## src/rtl/vram_write_ctrl_if.sv

```systemverilog
`default_nettype none
// ============================================================================
//  Module      : vram_write_ctrl_if
//  Description : Bundle of the clear-engine controls, the two pixel-draw
//                valid/ready requesters and the frame-buffer write side of
//                vram_write_ctrl. "master" is the drawing side that issues
//                requests; "slave" is the write controller.
//  Revision    : 1.0 - initial release
// ============================================================================
interface vram_write_ctrl_if #(
    parameter int ADDR_WIDTH = 19,
    parameter int DATA_WIDTH = 12
);
    // Clear engine
    logic                  clear_start;
    logic [DATA_WIDTH-1:0] clear_color;
    logic                  clear_busy;

    // Requester 0
    logic                  p0_valid;
    logic                  p0_ready;
    logic [9:0]            p0_x;
    logic [8:0]            p0_y;
    logic [DATA_WIDTH-1:0] p0_color;

    // Requester 1
    logic                  p1_valid;
    logic                  p1_ready;
    logic [9:0]            p1_x;
    logic [8:0]            p1_y;
    logic [DATA_WIDTH-1:0] p1_color;

    // Frame-buffer write port
    logic                  we;
    logic [ADDR_WIDTH-1:0] write_addr;
    logic [DATA_WIDTH-1:0] write_data;
    logic                  oob_err;

    modport master (
        output clear_start, clear_color,
        output p0_valid, p0_x, p0_y, p0_color,
        output p1_valid, p1_x, p1_y, p1_color,
        input  clear_busy, p0_ready, p1_ready,
        input  we, write_addr, write_data, oob_err
    );

    modport slave (
        input  clear_start, clear_color,
        input  p0_valid, p0_x, p0_y, p0_color,
        input  p1_valid, p1_x, p1_y, p1_color,
        output clear_busy, p0_ready, p1_ready,
        output we, write_addr, write_data, oob_err
    );
endinterface
`default_nettype wire

```

## src/rtl/vram_write_ctrl.sv

```systemverilog
`default_nettype none
// ============================================================================
//  Module      : vram_write_ctrl
//  Description : Owner of the frame-buffer write port. Arbitrates two pixel
//                requesters, converts (x, y) to a linear address, drops
//                off-screen pixels (flagging oob_err) and runs a full-screen
//                clear engine that fills every location with one colour.
//                Build option VRAM_WR_RR_ARB_EN: round-robin arbitration
//                between the requesters; undefined gives fixed priority
//                with requester 0 winning on contention.
//  Revision    : 1.0 - initial release
// ============================================================================
module vram_write_ctrl #(
    parameter int H_RES      = 640,
    parameter int V_RES      = 480,
    parameter int ADDR_WIDTH = 19,
    parameter int DATA_WIDTH = 12
) (
    input  logic             clk,
    input  logic             reset,
    vram_write_ctrl_if.slave bus
);

    localparam logic [0:0] c_IDLE  = 1'b0;
    localparam logic [0:0] c_CLEAR = 1'b1;

    localparam int                    c_TOTAL     = H_RES * V_RES;
    localparam logic [ADDR_WIDTH-1:0] c_LAST_ADDR = ADDR_WIDTH'(c_TOTAL - 1);
    // One extra bit so x up to 1023 and y up to 511 compare cleanly
    localparam logic [10:0]           c_H_LIM     = 11'(H_RES);
    localparam logic [9:0]            c_V_LIM     = 10'(V_RES);

    logic [0:0]            r_state;
    logic [0:0]            w_next_state;

    logic [ADDR_WIDTH-1:0] r_cnt;
    logic [DATA_WIDTH-1:0] r_clear_color;
    logic                  r_we;
    logic [ADDR_WIDTH-1:0] r_write_addr;
    logic [DATA_WIDTH-1:0] r_write_data;
    logic                  r_oob_err;

    logic                  w_p0_ready;
    logic                  w_p1_ready;
    logic                  w_clear_busy;
    logic                  w_pref_p1;
    logic                  w_xfer;
    logic                  w_sel_p1;

    logic [9:0]            w_sel_x;
    logic [8:0]            w_sel_y;
    logic [DATA_WIDTH-1:0] w_sel_color;
    logic [ADDR_WIDTH-1:0] w_x_ext;
    logic [ADDR_WIDTH-1:0] w_y_ext;
    logic [ADDR_WIDTH-1:0] w_row_base;
    logic [ADDR_WIDTH-1:0] w_pix_addr;
    logic                  w_in_range;

    // State register
    always_ff @(posedge clk) begin
        if (reset) begin
            r_state <= c_IDLE;
        end else begin
            r_state <= w_next_state;
        end
    end

    // Next state: clear_start opens a clear, the last address closes it
    always_comb begin
        w_next_state = r_state;
        case (r_state)
            c_IDLE: begin
                if (bus.clear_start) begin
                    w_next_state = c_CLEAR;
                end
            end
            c_CLEAR: begin
                if (r_cnt == c_LAST_ADDR) begin
                    w_next_state = c_IDLE;
                end
            end
            default: w_next_state = c_IDLE;
        endcase
    end

    // Outputs of the FSM: at most one ready, only in IDLE, never on clear_start
    always_comb begin
        w_p0_ready   = 1'b0;
        w_p1_ready   = 1'b0;
        w_clear_busy = (r_state == c_CLEAR);
        if ((r_state == c_IDLE) && !bus.clear_start) begin
            if (bus.p0_valid && bus.p1_valid) begin
                w_p1_ready = w_pref_p1;
                w_p0_ready = ~w_pref_p1;
            end else begin
                w_p0_ready = bus.p0_valid;
                w_p1_ready = bus.p1_valid;
            end
        end
    end

`ifdef VRAM_WR_RR_ARB_EN
    logic r_rr_ptr;

    // After every accepted transfer, hand the contention preference to the other port
    always_ff @(posedge clk) begin
        if (reset) begin
            r_rr_ptr <= 1'b0;
        end else if (w_xfer) begin
            r_rr_ptr <= ~w_sel_p1;
        end
    end

    assign w_pref_p1 = r_rr_ptr;
`else
    assign w_pref_p1 = 1'b0;
`endif

    // A ready is only ever raised alongside its valid, so ready alone names the winner
    assign w_sel_p1    = w_p1_ready;
    assign w_xfer      = (bus.p0_valid && w_p0_ready) || (bus.p1_valid && w_p1_ready);
    assign w_sel_x     = w_sel_p1 ? bus.p1_x     : bus.p0_x;
    assign w_sel_y     = w_sel_p1 ? bus.p1_y     : bus.p0_y;
    assign w_sel_color = w_sel_p1 ? bus.p1_color : bus.p0_color;

    assign w_x_ext = ADDR_WIDTH'(w_sel_x);
    assign w_y_ext = ADDR_WIDTH'(w_sel_y);

    generate
        if (H_RES == 640) begin : g_row_shift_add
            // y*640 = y*512 + y*128
            assign w_row_base = (w_y_ext << 9) + (w_y_ext << 7);
        end else begin : g_row_mult
            assign w_row_base = w_y_ext * ADDR_WIDTH'(H_RES);
        end
    endgenerate

    assign w_pix_addr = w_row_base + w_x_ext;
    assign w_in_range = ({1'b0, w_sel_x} < c_H_LIM) && ({1'b0, w_sel_y} < c_V_LIM);

    // Write port: clear sweep, accepted pixel one cycle later, or idle hold
    always_ff @(posedge clk) begin
        if (reset) begin
            r_cnt         <= '0;
            r_clear_color <= '0;
            r_we          <= 1'b0;
            r_write_addr  <= '0;
            r_write_data  <= '0;
            r_oob_err     <= 1'b0;
        end else begin
            r_oob_err <= 1'b0;
            if (r_state == c_CLEAR) begin
                // Output already shows address r_cnt; advance or finish
                if (r_cnt == c_LAST_ADDR) begin
                    r_we  <= 1'b0;
                    r_cnt <= '0;
                end else begin
                    r_cnt        <= r_cnt + ADDR_WIDTH'(1);
                    r_we         <= 1'b1;
                    r_write_addr <= r_cnt + ADDR_WIDTH'(1);
                    r_write_data <= r_clear_color;
                end
            end else if (bus.clear_start) begin
                // First clear write (address 0) appears with clear_busy
                r_clear_color <= bus.clear_color;
                r_cnt         <= '0;
                r_we          <= 1'b1;
                r_write_addr  <= '0;
                r_write_data  <= bus.clear_color;
            end else if (w_xfer) begin
                if (w_in_range) begin
                    r_we         <= 1'b1;
                    r_write_addr <= w_pix_addr;
                    r_write_data <= w_sel_color;
                end else begin
                    r_we      <= 1'b0;
                    r_oob_err <= 1'b1;
                end
            end else begin
                r_we <= 1'b0;
            end
        end
    end

    assign bus.p0_ready   = w_p0_ready;
    assign bus.p1_ready   = w_p1_ready;
    assign bus.clear_busy = w_clear_busy;
    assign bus.we         = r_we;
    assign bus.write_addr = r_write_addr;
    assign bus.write_data = r_write_data;
    assign bus.oob_err    = r_oob_err;

endmodule
`default_nettype wire

```

## src/flat_wrapper.sv

```systemverilog
// flat-port wrapper written by rule: the top's interface ports become plain ports
module vram_write_ctrl_flat 
#(
    parameter int H_RES      = 640,
    parameter int V_RES      = 480,
    parameter int ADDR_WIDTH = 19,
    parameter int DATA_WIDTH = 12
)
  (clk, reset, bus_clear_start, bus_clear_color, bus_p0_valid, bus_p0_x, bus_p0_y, bus_p0_color, bus_p1_valid, bus_p1_x, bus_p1_y, bus_p1_color, bus_clear_busy, bus_p0_ready, bus_p1_ready, bus_we, bus_write_addr, bus_write_data, bus_oob_err);
  vram_write_ctrl_if #(.ADDR_WIDTH(ADDR_WIDTH), .DATA_WIDTH(DATA_WIDTH)) bus_i ();
  input  logic clk;
  input  logic reset;
  input wire logic [$bits(bus_i.clear_start)-1:0] bus_clear_start;
  input wire logic [$bits(bus_i.clear_color)-1:0] bus_clear_color;
  input wire logic [$bits(bus_i.p0_valid)-1:0] bus_p0_valid;
  input wire logic [$bits(bus_i.p0_x)-1:0] bus_p0_x;
  input wire logic [$bits(bus_i.p0_y)-1:0] bus_p0_y;
  input wire logic [$bits(bus_i.p0_color)-1:0] bus_p0_color;
  input wire logic [$bits(bus_i.p1_valid)-1:0] bus_p1_valid;
  input wire logic [$bits(bus_i.p1_x)-1:0] bus_p1_x;
  input wire logic [$bits(bus_i.p1_y)-1:0] bus_p1_y;
  input wire logic [$bits(bus_i.p1_color)-1:0] bus_p1_color;
  output wire logic [$bits(bus_i.clear_busy)-1:0] bus_clear_busy;
  output wire logic [$bits(bus_i.p0_ready)-1:0] bus_p0_ready;
  output wire logic [$bits(bus_i.p1_ready)-1:0] bus_p1_ready;
  output wire logic [$bits(bus_i.we)-1:0] bus_we;
  output wire logic [$bits(bus_i.write_addr)-1:0] bus_write_addr;
  output wire logic [$bits(bus_i.write_data)-1:0] bus_write_data;
  output wire logic [$bits(bus_i.oob_err)-1:0] bus_oob_err;
  assign bus_i.clear_start = bus_clear_start;
  assign bus_i.clear_color = bus_clear_color;
  assign bus_i.p0_valid = bus_p0_valid;
  assign bus_i.p0_x = bus_p0_x;
  assign bus_i.p0_y = bus_p0_y;
  assign bus_i.p0_color = bus_p0_color;
  assign bus_i.p1_valid = bus_p1_valid;
  assign bus_i.p1_x = bus_p1_x;
  assign bus_i.p1_y = bus_p1_y;
  assign bus_i.p1_color = bus_p1_color;
  assign bus_clear_busy = bus_i.clear_busy;
  assign bus_p0_ready = bus_i.p0_ready;
  assign bus_p1_ready = bus_i.p1_ready;
  assign bus_we = bus_i.we;
  assign bus_write_addr = bus_i.write_addr;
  assign bus_write_data = bus_i.write_data;
  assign bus_oob_err = bus_i.oob_err;
  vram_write_ctrl #(.H_RES(H_RES), .V_RES(V_RES), .ADDR_WIDTH(ADDR_WIDTH), .DATA_WIDTH(DATA_WIDTH)) u_core (.clk(clk), .reset(reset), .bus(bus_i));
endmodule
```

## config.mk

```make
export PLATFORM = sky130hd
export DESIGN_NAME = vram_write_ctrl_flat
export DESIGN_NICKNAME = d
export VERILOG_FILES = /design/src/rtl/vram_write_ctrl_if.sv /design/src/rtl/vram_write_ctrl.sv /design/src/flat_wrapper.sv
export SDC_FILE = /design/constraint.sdc
export NUM_CORES = 1
export LEC_CHECK = 0
export BUFFER_PORTS_ARGS = -buffer_cell sky130_fd_sc_hd__buf_4
export CAP_MARGIN = 0
export CORE_MARGIN = 4
export CORE_UTILIZATION = 30
export DETAILED_ROUTE_END_ITERATION = 12
export PLACE_DENSITY_LB_ADDON = 0.3
export SLEW_MARGIN = 40
export SYNTH_ARGS = -nofsm -noshare
export SYNTH_HDL_FRONTEND = slang
export SYNTH_SLANG_ARGS = --single-unit
```

## constraint.sdc

```tcl
create_clock -name clk -period 7.9 [get_ports clk]
set_input_delay 0 -clock clk [delete_from_list [all_inputs] [get_ports clk]]
set_output_delay 0 -clock clk [all_outputs]
set_load 0.005 [all_outputs]
```

==> metrics.cfg, run 1 <==
[timing]
setup_tns_ns=0
worst_hold_slack_ns=0.0753
tightestPinTransition_ns=0.787
min_period_over_period=0.488
rsz0062_at_grt=false
period_needed_ns=3.86
finalHoldViolCount=0
fmaxAchievable_mhz=259
relSlewSlack=0.475
skew_ns=0.00732
finalSetupViolations=0
drv_slew=0

[place]
dp_hpwl_microns=8560
placed_area_sq_um=4860
port_buffers=114
gp_congestion=0.786

[synth]
yosys_most_used_dff=dfxtp_1
postSynthCellCount=466
yosysWarnings=0
synth.cell_area_sq_um=3890
yosysMostFrequentCell=dfxtp_1
yosys.area.top_type=dfxtp_1
synth_top_area_share=0.335
synth.distinct_cells=56
synth.area.top_cells=dfxtp_1 (33%), ha_1 (5.8%), nand2_1 (5.3%), nor2_1 (5.2%), a311oi_1 (4.1%)
ys_seq_elements=65
netlist_top_cells_count=dfxtp_1 (65), nand2_1 (55), nor2_1 (54)
synth_nets=565
async_flop_share=0
synth_seq_area_share=0.335
synth_edf_count=0
syn_area_per_cell_sq_um=8.34

[route]
viasPerCell=5.26
drtAntennaViolNets=0
drc=0
wl_per_cell_microns=16.0
vias=4026
first_pass_iters=5
routed_wl_microns=12200
drt_iter0_markers=371

[outcome]
run_status=finished, final reports clean

[critical_path]
worstSetupStartpointType=input port
worst-path-buf-inv=5
cp_max_fo=10
end_kind=flop
worst_ep_required_time_ns=8.09
critPathKind=in -> reg
cpPeakStageDelay_ns=0.59
slowest_stage=a2111oi_0
worstPathArrival_ns=4.05
critical_path.cell_chain=dlygate4sd3_1 -> buf_4 -> nor4b_4 -> buf_4 -> mux2_2 -> inv_1 -> fa_1 -> inv_1 -> ha_1 -> a21o_1 -> a2111oi_0 -> o21ai_0 -> xor2_1 -> a221oi_1 -> nor3_1
cpLargestDelayFamily=compound AO/OA/AOI/OAI gates

[grt]
grt_first_pass_wirelength_microns=19400
grt_remaining_overflow=0
grt_start_max_net_pins=66
track_usage=0.161
antenna_found_initial=0
grt_pass1_vias=3921

[cells_and_area]
stdcell_area_sq_um=5450
fin_nets=687
utilization=0.430
drive_gt1_frac=0.272
n_antenna_cell=0
area_growth_pct=40.1

[power_and_ir_drop]
p_leak_nw=2.28
peakVddDrop_mv=0.107
p_per_area_nw_per_um2=183
total_power_mw=0.996

[floorplanning]
initial_core_util=0.307
ioPinCount=115
die_h_microns=122
row_count=41
dieArea_sq_um=14800
fp.coreArea_sq_um=12700
die_w_microns=122

[clock_network]
clock_sinks=65
cts_buffer_depth=2
cts-htree-levels=3
cts_inserted_buffers=9
clk_latency_ns=0.33
path_clk_slew_ns=0.06
cts_tree=built
cts-root-buf=clkbuf_16

[min_path]
hp-class=in -> reg

[run]
max_cap_violations=0

-- logic make-up after synthesis --
| group | count (synthesis) | synth area share |
|---|---|---|
| XOR/XNOR | 20 | 0.0451 |
| AND/OR/NAND/NOR | 180 | 0.229 |
| flip-flops | 65 | 0.335 |
| AO/OA/AOI/OAI | 122 | 0.233 |
| buffers and inverters | 44 | 0.0467 |
| multiplexers | 15 | 0.0428 |
| adder cells (fa/ha/maj) | 20 | 0.0683 |
-- metrics by stage --
stage | setup WS [ns] | instances
final | 4.04 | 765
after global routing | 3.76 | 765
after CTS | 3.65 | 764
after detailed placement | 3.67 | 721
after global placement | 3.74 | 721
after floorplan | 4.12 | 466
-- final timing paths --
check,from,end,slack [ns],cells after the start
max,bus_p0_valid,u_core.bus.write_addr[15],4.04,15
min,bus_p0_x[0],u_core.bus.write_addr[0],0.08,3
max reg2reg,u_core.bus.clear_busy,u_core.bus.write_addr[15],4.04,13
min reg2reg,u_core.r_clear_color[11],u_core.r_clear_color[11],0.45,2
-- where the power goes --
group / leakage [nW] / switching, mW / internal [mW] / total [mW]
logic: 1.60 / 0.113 / 0.115 / 0.228
registers: 0.533 / 0.0128 / 0.350 / 0.363
clock network: 0.145 / 0.152 / 0.253 / 0.405
total: 2.28 / 0.278 / 0.718 / 0.996
-- flip-flops by register name, summed over array words and instances, names as in the netlist --
register / count
u_core.bus.write_data: 12
u_core.bus.oob_err: 1
u_core.r_cnt: 19
u_core.bus.we: 1
u_core.bus.write_addr: 19
u_core.bus.clear_busy: 1
u_core.r_clear_color: 12
-- repair_timing --
action,CTS,global route
hold buffers,27,0
setup buffers,0,0
hold endpoints to repair,26,0
gates resized for setup,0,0
-- cells in the final DEF, fill, tap and decap left out, types with 6 or more instances in the layout --
| cell | instances |
|---|---|
| ha_1 | 18 |
| xnor2_1 | 12 |
| a222oi_1 | 13 |
| a21oi_1 | 30 |
| nand2_1 | 55 |
| nor2_1 | 53 |
| o21ai_0 | 9 |
| dfxtp_1 | 64 |
| and3_1 | 6 |
| dlygate4sd3_1 | 27 |
| clkbuf_16 | 9 |
| nand2b_1 | 6 |
| mux2_2 | 13 |
| a221oi_1 | 7 |
| a311oi_1 | 18 |
| nand3_1 | 9 |
| a211oi_1 | 16 |
| buf_4 | 120 |
| xor2_1 | 8 |
| nor3_1 | 15 |
| inv_1 | 8 |
-- area by class of cell --
type	count	area (sq um)
Clock buffer	10	239
Clock inverter	6	67.6
Fill cell	1248	7220
Inverter	8	30.0
Multi-Input combinational cell	357	2420
Sequential cell	65	1300
Tap cell	172	215
Timing Repair Buffer	147	1170
-- worst register-to-register path: stages (launching register included) --
cell,delay [ns]
dfxtp_2,0.33
nor4b_4,0.38
buf_4,0.26
mux2_2,0.37
inv_1,0.09
fa_1,0.44
inv_1,0.08
ha_1,0.24
a21o_1,0.20
a2111oi_0,0.59
o21ai_0,0.20
xor2_1,0.17
a221oi_1,0.29
nor3_1,0.08
-- metal layers --
metal  part of all wire  up-vias  global-route usage  routed length [microns]
met1               0.46     1897               0.214                     5640
met2               0.46      125               0.262                     5610
met4              0.020        0              0.0644                      248
li1                   -     1987                   -                        -
met5                  0        -                   0                        0
met3              0.060       17              0.0265                      731
Power figures use the tool's default switching activity.
==> run 2: changes to the inputs <==
ABC_AREA = 1   (was default)
clock period = 3.43 ns   (was 7.9 ns; I/O delays follow)
==> metrics.cfg, run 2 <==
[outcome]
run_status=finished, final reports clean

[timing]
setup_tns_ns=0  ; unchanged
min_period_over_period=0.855
skew_ns=0.00824  ; +0.000920 ns
finalHoldViolCount=0  ; unchanged
tightestPinTransition_ns=0.722  ; -0.0645 ns
finalSetupViolations=0  ; unchanged
relSlewSlack=0.517  ; +0.0424
worst_hold_slack_ns=0.0113  ; -0.0641 ns
drv_slew=0  ; unchanged
rsz0062_at_grt=false
period_needed_ns=2.93
fmaxAchievable_mhz=341

[cells_and_area]
area_growth_pct=29.6
final_cell_mix=nand2_1 (203), buf_4 (122), a21oi_1 (87), nand3_1 (83), nor2_1 (83)
fin_nets=929  ; +35%
final_common_cell=nand2_1
num-fill-cells=1593  ; +28%
drive_gt1_frac=0.182  ; -0.0895
n_antenna_cell=0  ; unchanged

[critical_path]
ff2ff_setup_slack_ns=0.50  ; -3.54 ns
r2r_end=u_core.bus.write_addr[14]
r2r_start=u_core.bus.clear_busy
worstSetupStartpointType=flop
r2r_cells=18  ; +5
critical_path.cell_chain=inv_2 -> nand2_2 -> nor2_2 -> nand2_1 -> nand2_1 -> inv_1 -> fa_1 -> fa_1 -> inv_1 -> nand4_1 -> nand2_1 -> nand2_1 -> nand3_1 -> nand2_1 -> inv_1 -> nand3_1 -> nand2_1 -> nor2_1
cpPeakStageDelay_ns=0.49  ; -0.10 ns
crit_start=u_core.bus.clear_busy
slowest_stage=fa_1
worst_ep_required_time_ns=3.65  ; -4.44 ns
end_kind=flop
crit_end=u_core.bus.write_addr[14]
worstPathArrival_ns=3.15  ; -0.90 ns
critPathKind=reg -> reg
cpMostUsedCell=nand2_1
cp_max_fo=10  ; unchanged

[synth]
yosysWarnings=0  ; unchanged
yosys_most_used_dff=dfxtp_1
netlist_top_cells_count=nand2_1 (205), a21oi_1 (87), nor2_1 (84)
yosysMostFrequentCell=nand2_1
synth.area.top_cells=dfxtp_1 (29%), nand2_1 (17%), a21oi_1 (9.9%), nand3_1 (9.4%), nor2_1 (7.1%)
async_flop_share=0  ; unchanged
ys_seq_elements=65  ; unchanged
synth_top_area_share=0.295  ; -0.0401
synth_seq_area_share=0.295  ; -0.0401
synth_edf_count=0  ; unchanged
synth.distinct_cells=29  ; -48%
yosys.area.top_type=dfxtp_1
syn_area_per_cell_sq_um=6.08  ; -27%
synth.cell_area_sq_um=4420  ; +14%
postSynthCellCount=726  ; +56%
synth_nets=825  ; +46%

[floorplanning]
row_count=44  ; +7.3%
initial_core_util=0.305  ; -0.00174
die_w_microns=129  ; +6.2%
dieArea_sq_um=16700  ; +13%
ioPinCount=115  ; unchanged
die_h_microns=129  ; +6.2%
fp.coreArea_sq_um=14500  ; +14%

[place]
gp_congestion=0.890  ; +13%
dp_hpwl_microns=10500  ; +23%
port_buffers=114  ; unchanged

[grt]
top_usage_layer=met1
track_usage=0.165  ; +0.00381
grt_remaining_overflow=0  ; unchanged
grt_pass1_vias=4269  ; +8.9%
antenna_found_initial=0  ; unchanged
use_met3=0.0264  ; -0.0000815
met2_usage=0.230  ; -0.0316
grt_first_pass_wirelength_microns=22000  ; +13%
grt_start_max_net_pins=52  ; -21%
met1_usage=0.253  ; +0.0388

[min_path]
hp-class=in -> reg
hp-start=bus_p1_color[1]

[route]
first_pass_iters=5  ; unchanged
drtAntennaViolNets=0  ; unchanged
wl_per_cell_microns=13.8  ; -14%
routed_wl_microns=14000  ; +15%
vias=4805  ; +19%
viasPerCell=4.72  ; -10%
drt_iter0_markers=407  ; +9.7%
drc=0  ; unchanged

[power_and_ir_drop]
combPwrFrac=0.270  ; +0.041
peakVddDrop_mv=0.245  ; +130%
p_sw_mw=0.750  ; +170%
p_leak_nw=2.80  ; +23%
p_int_mw=1.67  ; +130%
power_frac_clock=0.378  ; -0.029
p_per_area_nw_per_um2=423  ; +130%
p_sw_frac=0.310  ; +0.0306
pwr-share-seq=0.352  ; -0.012

[clock_network]
clock_sinks=65  ; unchanged
cts-htree-levels=3  ; unchanged
cts_buffer_depth=2  ; unchanged
cts-root-buf=clkbuf_16
cts_inserted_buffers=9  ; unchanged
clk_latency_ns=0.33  ; about the same
path_clk_slew_ns=0.06  ; about the same
cts_tree=built
post-cts-setup-buffers=0  ; unchanged

[run]
max_cap_violations=0  ; unchanged

run 2: how the worst min path moves through the flow:
stage                               end  cells after the start  slack, ns
6_report       u_core.bus.write_data[1]                      5       0.01
5_1_grt         u_core.r_clear_color[7]                      5      0.006
4_1_cts        u_core.bus.write_data[1]                      5      0.002
3_5_place_dp   u_core.r_clear_color[11]                      3       0.30
3_3_place_gp   u_core.r_clear_color[11]                      3       0.29
2_1_floorplan              bus_p0_ready                      2       0.11
run 2: through the flow:
step	utilization	cell area (sq um)	std cells	total power, mW	setup slack (ns)
after CTS	0.395	5720	1019	2.45	0.493
after global placement	0.371	5370	997	1.52	0.556
after detailed placement	0.371	5370	997	1.52	0.498
final	0.395	5720	1019	2.42	0.496
after global routing	0.395	5720	1019	2.58	0.0502
after floorplan	-	4420	726	1.27	0.498
run 2: layout make-up:
| cell class | instances | area, sq um | share of cell area |
|---|---|---|---|
| clock buffers | 10 | 229 | 0.0400 |
| clock inverters | 6 | 67.6 | 0.0118 |
| inverters | 83 | 312 | 0.0545 |
| multi-input cells | 543 | 2610 | 0.455 |
| flip-flops and latches | 65 | 1300 | 0.227 |
| well taps | 184 | 230 | 0.0402 |
| repair buffers | 128 | 976 | 0.171 |
run 2: power by group through the flow:
| stage | sequential, mW | clock, mW | combinational, mW |
|---|---|---|---|
| 2_1_floorplan | 0.866 | 0 | 0.407 |
| 3_3_place_gp | 0.868 | 0 | 0.649 |
| 3_5_place_dp | 0.868 | 0 | 0.650 |
| 4_1_cts | 0.852 | 0.939 | 0.659 |
| 5_1_grt | 0.858 | 0.977 | 0.749 |
| 6_report | 0.851 | 0.915 | 0.654 |
run 2: repair_timing:
item,CTS,global route
resized for setup,0,0
hold buffers,6,0
hold endpoints to repair,6,0
endpoints found under the setup margin,0,0
run 2: per-layer routing:
metal,vias to the layer above,share of wire
met3,17,0.057
met1,2115,0.50
li1,2546,-
met4,0,0.019
met2,127,0.42
met5,-,0
run 2: logic make-up (layout without fill, tap and decap cells):
group	Yosys count	in the layout	share of synthesized area
adders and majority gates	20	20	0.0601
AOI/OAI and AO/OA	114	114	0.133
DFF	65	65	0.295
and+or+nand+nor	409	409	0.396
buffers and inverters	118	227	0.117
run 2: worst max-delay path, delay by kind of cell (launching register included):
family,cells,cell delay [ns]
buffers and inverters,4,0.36
AND/OR/NAND/NOR,12,1.19
adder cells (fa/ha/maj),2,0.93
flip-flops,1,0.33
